==> config.mk <==
export PLATFORM = sky130hd
export DESIGN_NAME = filter_coef_loader
export DESIGN_NICKNAME = d
export VERILOG_FILES = /design/src/rtl/filter_coef_loader.sv
export SDC_FILE = /design/constraint.sdc
export NUM_CORES = 1
export LEC_CHECK = 0
export BUFFER_PORTS_ARGS = -buffer_cell sky130_fd_sc_hd__buf_2
export CAP_MARGIN = 20
export CELL_PAD_IN_SITES_DETAIL_PLACEMENT = 2
export CELL_PAD_IN_SITES_GLOBAL_PLACEMENT = 2
export CORE_MARGIN = 3
export CORE_UTILIZATION = 26
export DETAILED_ROUTE_END_ITERATION = 8
export PLACE_DENSITY_LB_ADDON = 0.15
export SYNTH_ARGS = -nofsm -noshare
export SYNTH_HDL_FRONTEND = slang
export SYNTH_SLANG_ARGS = --single-unit
==> constraint.sdc <==
create_clock -name clk -period 1.3 [get_ports clk]
set_input_delay 0.26 -clock clk [delete_from_list [all_inputs] [get_ports clk]]
set_output_delay 0.26 -clock clk [all_outputs]
set_load 0.05 [all_outputs]
==> src/rtl/filter_coef_loader.sv <==
// Reader side of the rotating coefficient ROM interface.
// Steps the ROM through one full rotation, capturing n1, n2, n3, d1, d2,
// and presents them in parallel with valid/busy/done status.
// Optional build macro FILTER_COEF_LOADER_DBUF_EN: capture into shadow
// registers and commit the whole bank at once, so coef_valid never drops.
module filter_coef_loader #(
    parameter int unsigned WIDTH    = 32,
    parameter int unsigned NUM_COEF = 5
) (
    input  logic             clk,
    input  logic             reset,
    input  logic             start,
    input  logic [WIDTH-1:0] rom_data,
    output logic             rom_enable,
    output logic [WIDTH-1:0] coef_n1,
    output logic [WIDTH-1:0] coef_n2,
    output logic [WIDTH-1:0] coef_n3,
    output logic [WIDTH-1:0] coef_d1,
    output logic [WIDTH-1:0] coef_d2,
    output logic             coef_valid,
    output logic             busy,
    output logic             done,
    output logic             phase_err
);

    // Slot decode and the mod-5 phase tracker below assume exactly five words.
    if (NUM_COEF != 5) begin : g_bad_num_coef
        $error("filter_coef_loader: NUM_COEF must be 5");
    end

    typedef enum logic [1:0] {StIdle, StLoad, StDone} state_e;

    localparam logic [2:0] LastSlot  = 3'd4;
    localparam logic [2:0] LastPhase = 3'd4;

    state_e     state_q, state_d;
    logic [2:0] slot_q, slot_d;
    logic [2:0] phase_q, phase_d;
    logic       phase_err_q, phase_err_d;
    logic       rom_enable_q, rom_enable_d;
    logic       valid_q;

    logic [WIDTH-1:0] coef_n1_q, coef_n2_q, coef_n3_q, coef_d1_q, coef_d2_q;

    logic capture;
    logic last_capture;
    logic load_accept;

    assign capture      = (state_q == StLoad);
    assign last_capture = capture && (slot_q == LastSlot);
    assign load_accept  = (state_q == StIdle) && start;

    // Next-state, slot index, phase tracker and sticky error.
    always_comb begin
        state_d     = state_q;
        slot_d      = slot_q;
        phase_err_d = phase_err_q;
        unique case (state_q)
            StIdle: begin
                if (start) begin
                    state_d = StLoad;
                    slot_d  = 3'd0;
                    // ROM head should be n1 here; anything else means lost alignment.
                    if (phase_q != 3'd0) begin
                        phase_err_d = 1'b1;
                    end
                end
            end
            StLoad: begin
                if (slot_q == LastSlot) begin
                    state_d = StDone;
                    slot_d  = 3'd0;
                end else begin
                    slot_d = slot_q + 3'd1;
                end
            end
            StDone: begin
                state_d = StIdle;
            end
            default: begin
                state_d = StIdle;
                slot_d  = 3'd0;
            end
        endcase
        // Registered strobe: high for exactly the cycles spent in LOAD.
        rom_enable_d = (state_d == StLoad);
        // Track the ROM's own rotation: it advances on every enabled cycle.
        if (rom_enable_q) begin
            phase_d = (phase_q == LastPhase) ? 3'd0 : phase_q + 3'd1;
        end else begin
            phase_d = phase_q;
        end
    end

    // Control state registers.
    always_ff @(posedge clk) begin
        if (reset) begin
            state_q      <= StIdle;
            slot_q       <= 3'd0;
            phase_q      <= 3'd0;
            phase_err_q  <= 1'b0;
            rom_enable_q <= 1'b0;
        end else begin
            state_q      <= state_d;
            slot_q       <= slot_d;
            phase_q      <= phase_d;
            phase_err_q  <= phase_err_d;
            rom_enable_q <= rom_enable_d;
        end
    end

`ifdef FILTER_COEF_LOADER_DBUF_EN
    logic [WIDTH-1:0] sh_n1_q, sh_n2_q, sh_n3_q, sh_d1_q;

    // Shadow capture of slots 0..3; d2 arrives on the commit edge itself.
    always_ff @(posedge clk) begin
        if (reset) begin
            sh_n1_q <= '0;
            sh_n2_q <= '0;
            sh_n3_q <= '0;
            sh_d1_q <= '0;
        end else if (capture) begin
            case (slot_q)
                3'd0:    sh_n1_q <= rom_data;
                3'd1:    sh_n2_q <= rom_data;
                3'd2:    sh_n3_q <= rom_data;
                3'd3:    sh_d1_q <= rom_data;
                default: ;
            endcase
        end
    end

    // Commit all five outputs together so the bank is visible in the DONE cycle.
    always_ff @(posedge clk) begin
        if (reset) begin
            coef_n1_q <= '0;
            coef_n2_q <= '0;
            coef_n3_q <= '0;
            coef_d1_q <= '0;
            coef_d2_q <= '0;
            valid_q   <= 1'b0;
        end else if (last_capture) begin
            coef_n1_q <= sh_n1_q;
            coef_n2_q <= sh_n2_q;
            coef_n3_q <= sh_n3_q;
            coef_d1_q <= sh_d1_q;
            coef_d2_q <= rom_data;
            valid_q   <= 1'b1;
        end
    end
`else
    // Direct capture: each output follows its slot one cycle after capture.
    always_ff @(posedge clk) begin
        if (reset) begin
            coef_n1_q <= '0;
            coef_n2_q <= '0;
            coef_n3_q <= '0;
            coef_d1_q <= '0;
            coef_d2_q <= '0;
        end else if (capture) begin
            case (slot_q)
                3'd0:    coef_n1_q <= rom_data;
                3'd1:    coef_n2_q <= rom_data;
                3'd2:    coef_n3_q <= rom_data;
                3'd3:    coef_d1_q <= rom_data;
                3'd4:    coef_d2_q <= rom_data;
                default: ;
            endcase
        end
    end

    // Bank is inconsistent from load acceptance until the last word lands.
    always_ff @(posedge clk) begin
        if (reset) begin
            valid_q <= 1'b0;
        end else if (load_accept) begin
            valid_q <= 1'b0;
        end else if (last_capture) begin
            valid_q <= 1'b1;
        end
    end
`endif

    assign rom_enable = rom_enable_q;
    assign coef_n1    = coef_n1_q;
    assign coef_n2    = coef_n2_q;
    assign coef_n3    = coef_n3_q;
    assign coef_d1    = coef_d1_q;
    assign coef_d2    = coef_d2_q;
    assign coef_valid = valid_q;
    assign busy       = (state_q != StIdle);
    assign done       = (state_q == StDone);
    assign phase_err  = phase_err_q;

endmodule

==> results of run 1 <==
==> sequential cells by signal (all words and copies together), names as in the netlist <==
name,count
coef_d1,32
coef_d2,32
coef_n1,32
coef_n2,32
coef_n3,32
phase_q,3
slot_q,3
state_q,2
coef_valid,1
phase_err,1
rom_enable,1
==> how the worst min path moves through the flow <==
stage	startpoint	to	slack (ns)	depth (start not counted)
2_1_floorplan	rom_data[28]	coef_d1[28]	0.39	2
3_3_place_gp	coef_n3[18]	coef_n3[18]	0.44	2
3_5_place_dp	coef_n3[0]	coef_n3[0]	0.45	2
4_1_cts	reset	state_q[0]	0.03	2
5_1_grt	reset	state_q[0]	0.05	2
6_report	reset	state_q[0]	0.06	2
==> layout by cell type, fill, tap and decap left out, drive strengths merged, types with 4 or more instances in the layout <==
cell	synthesis	layout
ha	7	7
clkbuf	12	36
a21oi	163	163
buf	48	280
clkinv	0	4
nand2	321	321
nor2	5	5
inv	6	12
dfxtp	171	171
==> report_power, final <==
part | switching [mW] | leakage (nW) | internal (mW)
clock network | 2.48 | 0.265 | 2.56
logic | 1.22 | 3.41 | 0.667
registers | 0.107 | 1.40 | 5.35
total | 3.81 | 5.08 | 8.57
==> through the flow <==
stage               hold slack, ns  power, mW  instances  instance area (sq um)  setup slack [ns]
floorplan                    0.387       6.26        762                   6460           -0.0255
global placement             0.441       6.73       1257                   7970            -0.152
detailed placement           0.447       6.74       1257                   7970            -0.187
CTS                         0.0296       12.2       1344                  10800            -0.257
global route                0.0499       12.8       1350                  11900            -0.387
finish                      0.0606       12.4       1350                  11900            -0.292
==> worst register-to-register path, delay by kind of cell (launching register included) <==
| family | cells | cell delay, ns |
|---|---|---|
| adder cells (fa/ha/maj) | 2 | 0.28 |
| buffers and inverters | 2 | 0.32 |
| AND/OR/NAND/NOR | 2 | 0.37 |
| flip-flops | 1 | 0.40 |
| AO/OA/AOI/OAI | 1 | 0.15 |
==> per-layer routing <==
metal  part of all wire  GRT usage  vias up
met2               0.51      0.417      157
met5                  0          0        -
met4              0.030     0.0477        0
li1                   -          -     2996
met3              0.036     0.0408       50
met1               0.42      0.298     3350
==> repair_timing <==
action,in CTS,in global routing
buffers inserted,32,15
pin swaps,108,140
cloned,23,7
gates resized for setup,436,345
setup endpoints to repair,310,243
==> synthesized netlist by cell type, drive strengths merged <==
cell type / number / share of area
or2: 1 / 0.00097
nand4bb: 3 / 0.0053
dfxtp: 171 / 0.53
buf: 48 / 0.057
and4bb: 3 / 0.0058
mux2: 1 / 0.0018
nor3: 3 / 0.0023
nor2: 5 / 0.0029
clkbuf: 12 / 0.0086
nor2b: 2 / 0.0019
o211a: 1 / 0.0016
ha: 7 / 0.014
and4b: 1 / 0.0016
a2111oi: 2 / 0.0031
and2: 1 / 0.00097
nor3b: 1 / 0.0012
inv: 6 / 0.0035
nand3: 1 / 0.00078
a22o: 2 / 0.0027
nor4b: 1 / 0.0023
nand4b: 1 / 0.0037
mux2i: 1 / 0.0016
and3b: 1 / 0.0014
nand2b: 2 / 0.0019
nand3b: 1 / 0.0018
a21oi: 163 / 0.15
nand2: 321 / 0.19
==> area by class of cell <==
type	instances	area, sq um
fill	2429	12000
multi-input combinational	525	4150
sequential	171	3480
timing repair buffer	297	3290
clock buffer	20	447
tap	319	399
clock inverter	12	105
inverter	6	27.5
==> kinds of logic (layout without fill, tap and decap cells) <==
logic type      Yosys count  after routing  share of synthesized area
flops                   171            171                      0.533
buf+inv                  66            335                     0.0695
simple gates            348            348                      0.223
compound gates          168            168                      0.158
mux                       2              2                    0.00331
fa+ha+maj                 7              7                     0.0136
==> summary.md, run 1 <==
| Metric | Value |
|---|---|
| Outcome | complete, but fails checks |
| Failing checks | setup timing |
| Ports | 200 |
| Clock skew | between 0.01 and 0.015 ns |
| Remaining DRCs | 0 |
| Via count | 6553 |
| Wirelength per Cell | 25.4 um |
| DR iter-0 viols | 228 |
| CP max-delay cell | dfxtp_4 |
| Row cnt | 56 |
| Htree depth | 4 |
| Vias in the first global route | around 7000 |
| Final setup fails | 173 |
| Lkg Pwr | 5.08 nW |
| Total track usage | 0.234 |
| Clock sink count | ~170 |
| Skew-Pair Late Insertion Delay | 0.44 ns |
| CP Cell Sequence | ha_4, ha_4, and3b_2, buf_6, buf_12, nand2_4, a21oi_2 |
| Layout overhead on the synthesized area | 85.2% |
| Syn Inst Count | 762 |
| Netlist cell types | 33 |
| Buf/Inv on CP | 2 |
| Mean post-synth cell area | between 8 and 9 sq um |
| Worst-margin pin slew | 0.463 ns |
| R2R cell count | 7 |
| Worst reg-to-reg setup slack | -0.29 ns |
| Cell mode on critical path | ha_4 |
| DP Wirelength | 16800 um |
| PortBufs | ~200 |
| Endpoint class of the critical path | flip-flop |
| Vias per cell | 4.85 |
| Ant. Diodes | 0 |
| CP Max Fanout | 8 |
| Setup tns final | -35.10 ns |
| Peak Freq | 628 MHz |
| TritonRoute pass-1 iters | 4 |
| Clock root cell | clkbuf_16 |
| Antenna Nets Post-Route | 0 |
| Crit path required time | around 1.7 ns |
| WP data arrival | 1.95 ns |
| Power Dens Cells | about 1000 mW/mm^2 |
| Total of warnings raised by yosys | 0 |
| Max-slew violation count | 0 |
| Syn Nets | between 800 and 900 |
| Die span in x | between 150 and 200 um |
| WP depth | 7 |
| Pin count of the biggest net entering global routing | 73 |
| Die area | roughly 0.027 sq mm |
| Deepest clock path buffer count | 2 |
| Setup crit end | coef_d1[18] |
| Post-CTS Hold Fix Bufs | 0 |
| Max-cap violations | 0 |
| Starting density of the core | 0.269 |
| CTS clock-pin slew for the worst setup and hold paths | 0.07 ns |
| Critical path origin | slot_q[1] |
| Worst r2r src | slot_q[1] |
| Synthesized area | 0.00642 sq mm |
| CTS tree | done |
| Hold Violations, Final | 0 |
| Worst Slack Setup Final | -0.292 ns |
| Slew Limit Headroom | 0.692 |
| RePlAce Congestion | 0.710 |
| First-pass GRT wire length | 46500 um |
| RSZ-0062 raised after global routing | yes |
| Fin crit share | 1.22 |
| Synth Register Bits | approximately 170 |
| Top delay family on crit path | flip-flops |
| Fraction of layout instances using a drive strength above 1 | 0.676 |
| Critical Path Start Type | flip-flop |
| Delay of the slowest critical-path stage | about 0.40 ns |
| Worst setup path category | reg2reg |
| Area of the core | 0.0239 sq mm |
| Overflow after GRT | 0 |
| Period minus WS final | 1.59 ns |
| Maximum vdd drop | 0.000754 V |
| Nets | 1060 |
| Worst Hold Class | in2reg |
| Antenna violations before repair | 0 |
| DRT Wirelength | roughly 34000 um |
| Final design utilization | 0.498 |
| DIE HEIGHT | 163 um |
| Worst r2r dst | coef_d1[18] |
| Cts bufs inserted | 17 |
| Sequential-to-total area share from yosys stat | 0.533 |
Power figures use the tool's default switching activity.
==> run 2, diff against run 1 <==
--- a/config.mk
+++ b/config.mk
@@ -12,5 +12,7 @@
 export CORE_MARGIN = 3
 export CORE_UTILIZATION = 26
+export CTS_CLUSTER_DIAMETER = 30
 export DETAILED_ROUTE_END_ITERATION = 8
+export MAX_ROUTING_LAYER = met4
 export PLACE_DENSITY_LB_ADDON = 0.15
 export SYNTH_ARGS = -nofsm -noshare
==> constraint.sdc (replaced) <==
create_clock -name clk -period 1.3 [get_ports clk]
set_input_delay 0.26 -clock clk [delete_from_list [all_inputs] [get_ports clk]]
set_output_delay 0.26 -clock clk [all_outputs]
set_load 0.01 [all_outputs]
==> summary.md, run 2 (synthesized netlist as in run 1, its figures left out) <==
| Metric | Value |
|---|---|
| Outcome | complete, but fails checks |
| Failing checks | setup timing |
| Maximum vdd drop | approximately 0.0007 V |
| Ant. Diodes | 0 |
| Worst Hold Class | in2reg |
| CP Cell Sequence | inv_6, ha_4, buf_6, and2_4, nor4b_4, mux2_4 |
| WP data arrival | roughly 1.9 ns |
| Most frequent cells in the layout | 196 x buf_2, 163 x dfxtp_1, 136 x nand2_1, 135 x a21oi_2, 115 x nand2_4 |
| Fraction of layout instances using a drive strength above 1 | 0.655 |
| Peak Freq | 643 MHz |
| Power Dens Cells | ~1100 mW/mm^2 |
| Placed instance count | 1255 |
| Starting density of the core | 0.269 |
| RSZ-0062 raised after global routing | yes |
| DIE HEIGHT | between 150 and 200 um |
| RePlAce Congestion | 0.728 |
| DR iter-0 viols | 229 |
| Nets | 1041 |
| CTS tree | done |
| Vias in the first global route | roughly 6600 |
| Worst r2r src | slot_q[0] |
| Delay of the slowest critical-path stage | 0.40 ns |
| Overflow after GRT | 0 |
| Slew Limit Headroom | 0.669 |
| Worst setup path category | reg2reg |
| Final design utilization | 0.459 |
| DRT Wirelength | around 30000 um |
| Pin count of the biggest net entering global routing | 68 |
| Hold path start | reset |
| CTS clock-pin slew for the worst setup and hold paths | roughly 0.08 ns |
| Clock sink count | between 150 and 200 |
| Antenna Nets Post-Route | 0 |
| Most common cell after layout, fill and taps aside | buf_2 |
| Deepest clock path buffer count | 2 |
| Max-cap violations | 0 |
| Filler Cell Count | approximately 2500 |
| Finished Layout Cells | 1331 |
| Layout overhead on the synthesized area | 70.7% |
| Max-slew violation count | 0 |
| Ports | 200 |
| DP Worst Slack | -0.176 ns |
| Crit path required time | 1.67 ns |
| Period minus WS final | between 1.5 and 2 ns |
| Row cnt | 56 |
| Endpoint class of the critical path | flip-flop |
| Wirelength per Cell | between 20 and 25 um |
| First-pass GRT wire length | 41400 um |
| Hold Violations, Final | 0 |
| Cts bufs inserted | 17 |
| Clock skew | approximately 0.013 ns |
| Antenna violations before repair | 0 |
| Total track usage | 0.213 |
| Area of the core | between 0.02 and 0.025 sq mm |
| Skew-Pair Late Insertion Delay | 0.44 ns |
| Lkg Pwr | 4.63 nW |
| Clock root cell | clkbuf_16 |
| Final hold slack | 0.109 ns |
| CP Max Fanout | 4 |
| DP Wirelength | 16800 um |
| Remaining DRCs | 0 |
| Critical Path Start Type | flip-flop |
| Critical path origin | slot_q[0] |
| Final setup fails | between 150 and 200 |
| TritonRoute pass-1 iters | 4 |
| Via count | 6356 |
| CP max-delay cell | dfxtp_4 |
| PortBufs | 199 |
| Worst Slack Setup Final | -0.255 ns |
| Vias per cell | 4.78 |
| Fin crit share | 1.20 |
| Worst-margin pin slew | between 0.4 and 0.5 ns |
| Die area | between 0.02 and 0.03 sq mm |
| Htree depth | 4 |
| Die span in x | 163 um |
-- run 2: report_power, final --
group	total (mW)	switching, mW	internal (mW)
logic	1.44	0.850	0.594
clock network	5.36	2.42	2.94
registers	5.46	0.115	5.34
-- run 2: path summary, 6_finish.rpt --
path	depth (start not counted)	endpoint	slack [ns]
worst min-delay path	2	coef_d2[17]	0.11
worst min register to register	2	coef_n3[6]	0.45
worst max-delay path	6	slot_q[0]	-0.26
worst max register to register	6	slot_q[0]	-0.26
-- run 2: final cells by class --
type                       instances  area [sq um]  area share
multi-input combinational        525          4140       0.377
sequential                       171          3440       0.314
timing repair buffer             278          2360       0.215
clock buffer                      19           443      0.0404
tap                              319           399      0.0364
clock inverter                    13           154      0.0140
inverter                           6          30.0     0.00274
-- run 2: worst max-delay path, delay by kind of cell (launching register included) --
kind	cells	cell delay [ns]
adders and majority gates	1	0.18
buffers and inverters	2	0.17
DFF	1	0.40
muxes	1	0.24
and+or+nand+nor	2	0.50
-- run 2: what timing repair did --
item                                    4_1_cts  5_1_grt
gates resized for setup                     200      291
pin swaps                                    87      153
cloned                                       16        5
hold buffers                                  0        0
endpoints found under the setup margin      169      172
buffers inserted                             21       12
-- run 2: routing by layer --
metal / wire, um / up-vias / global-route usage / part of all wire
met3: 866 / 8 / 0.0355 / 0.029
met1: 12900 / 3259 / 0.266 / 0.43
li1: - / 2960 / - / -
met2: 15900 / 129 / 0.367 / 0.53
met4: 184 / 0 / 0.0411 / 0.0062
met5: 0 / - / - / 0
-- run 2: through the flow --
step | TNS, ns | power (mW) | area, sq um
final | -26.38 | 12.3 | 11000
after global routing | -35.44 | 12.7 | 11000
after CTS | -19.85 | 12.0 | 9890
after detailed placement | -17.18 | 6.41 | 7970
after global placement | -10.61 | 6.40 | 7970
after floorplan | -0.0266 | 5.96 | 6490
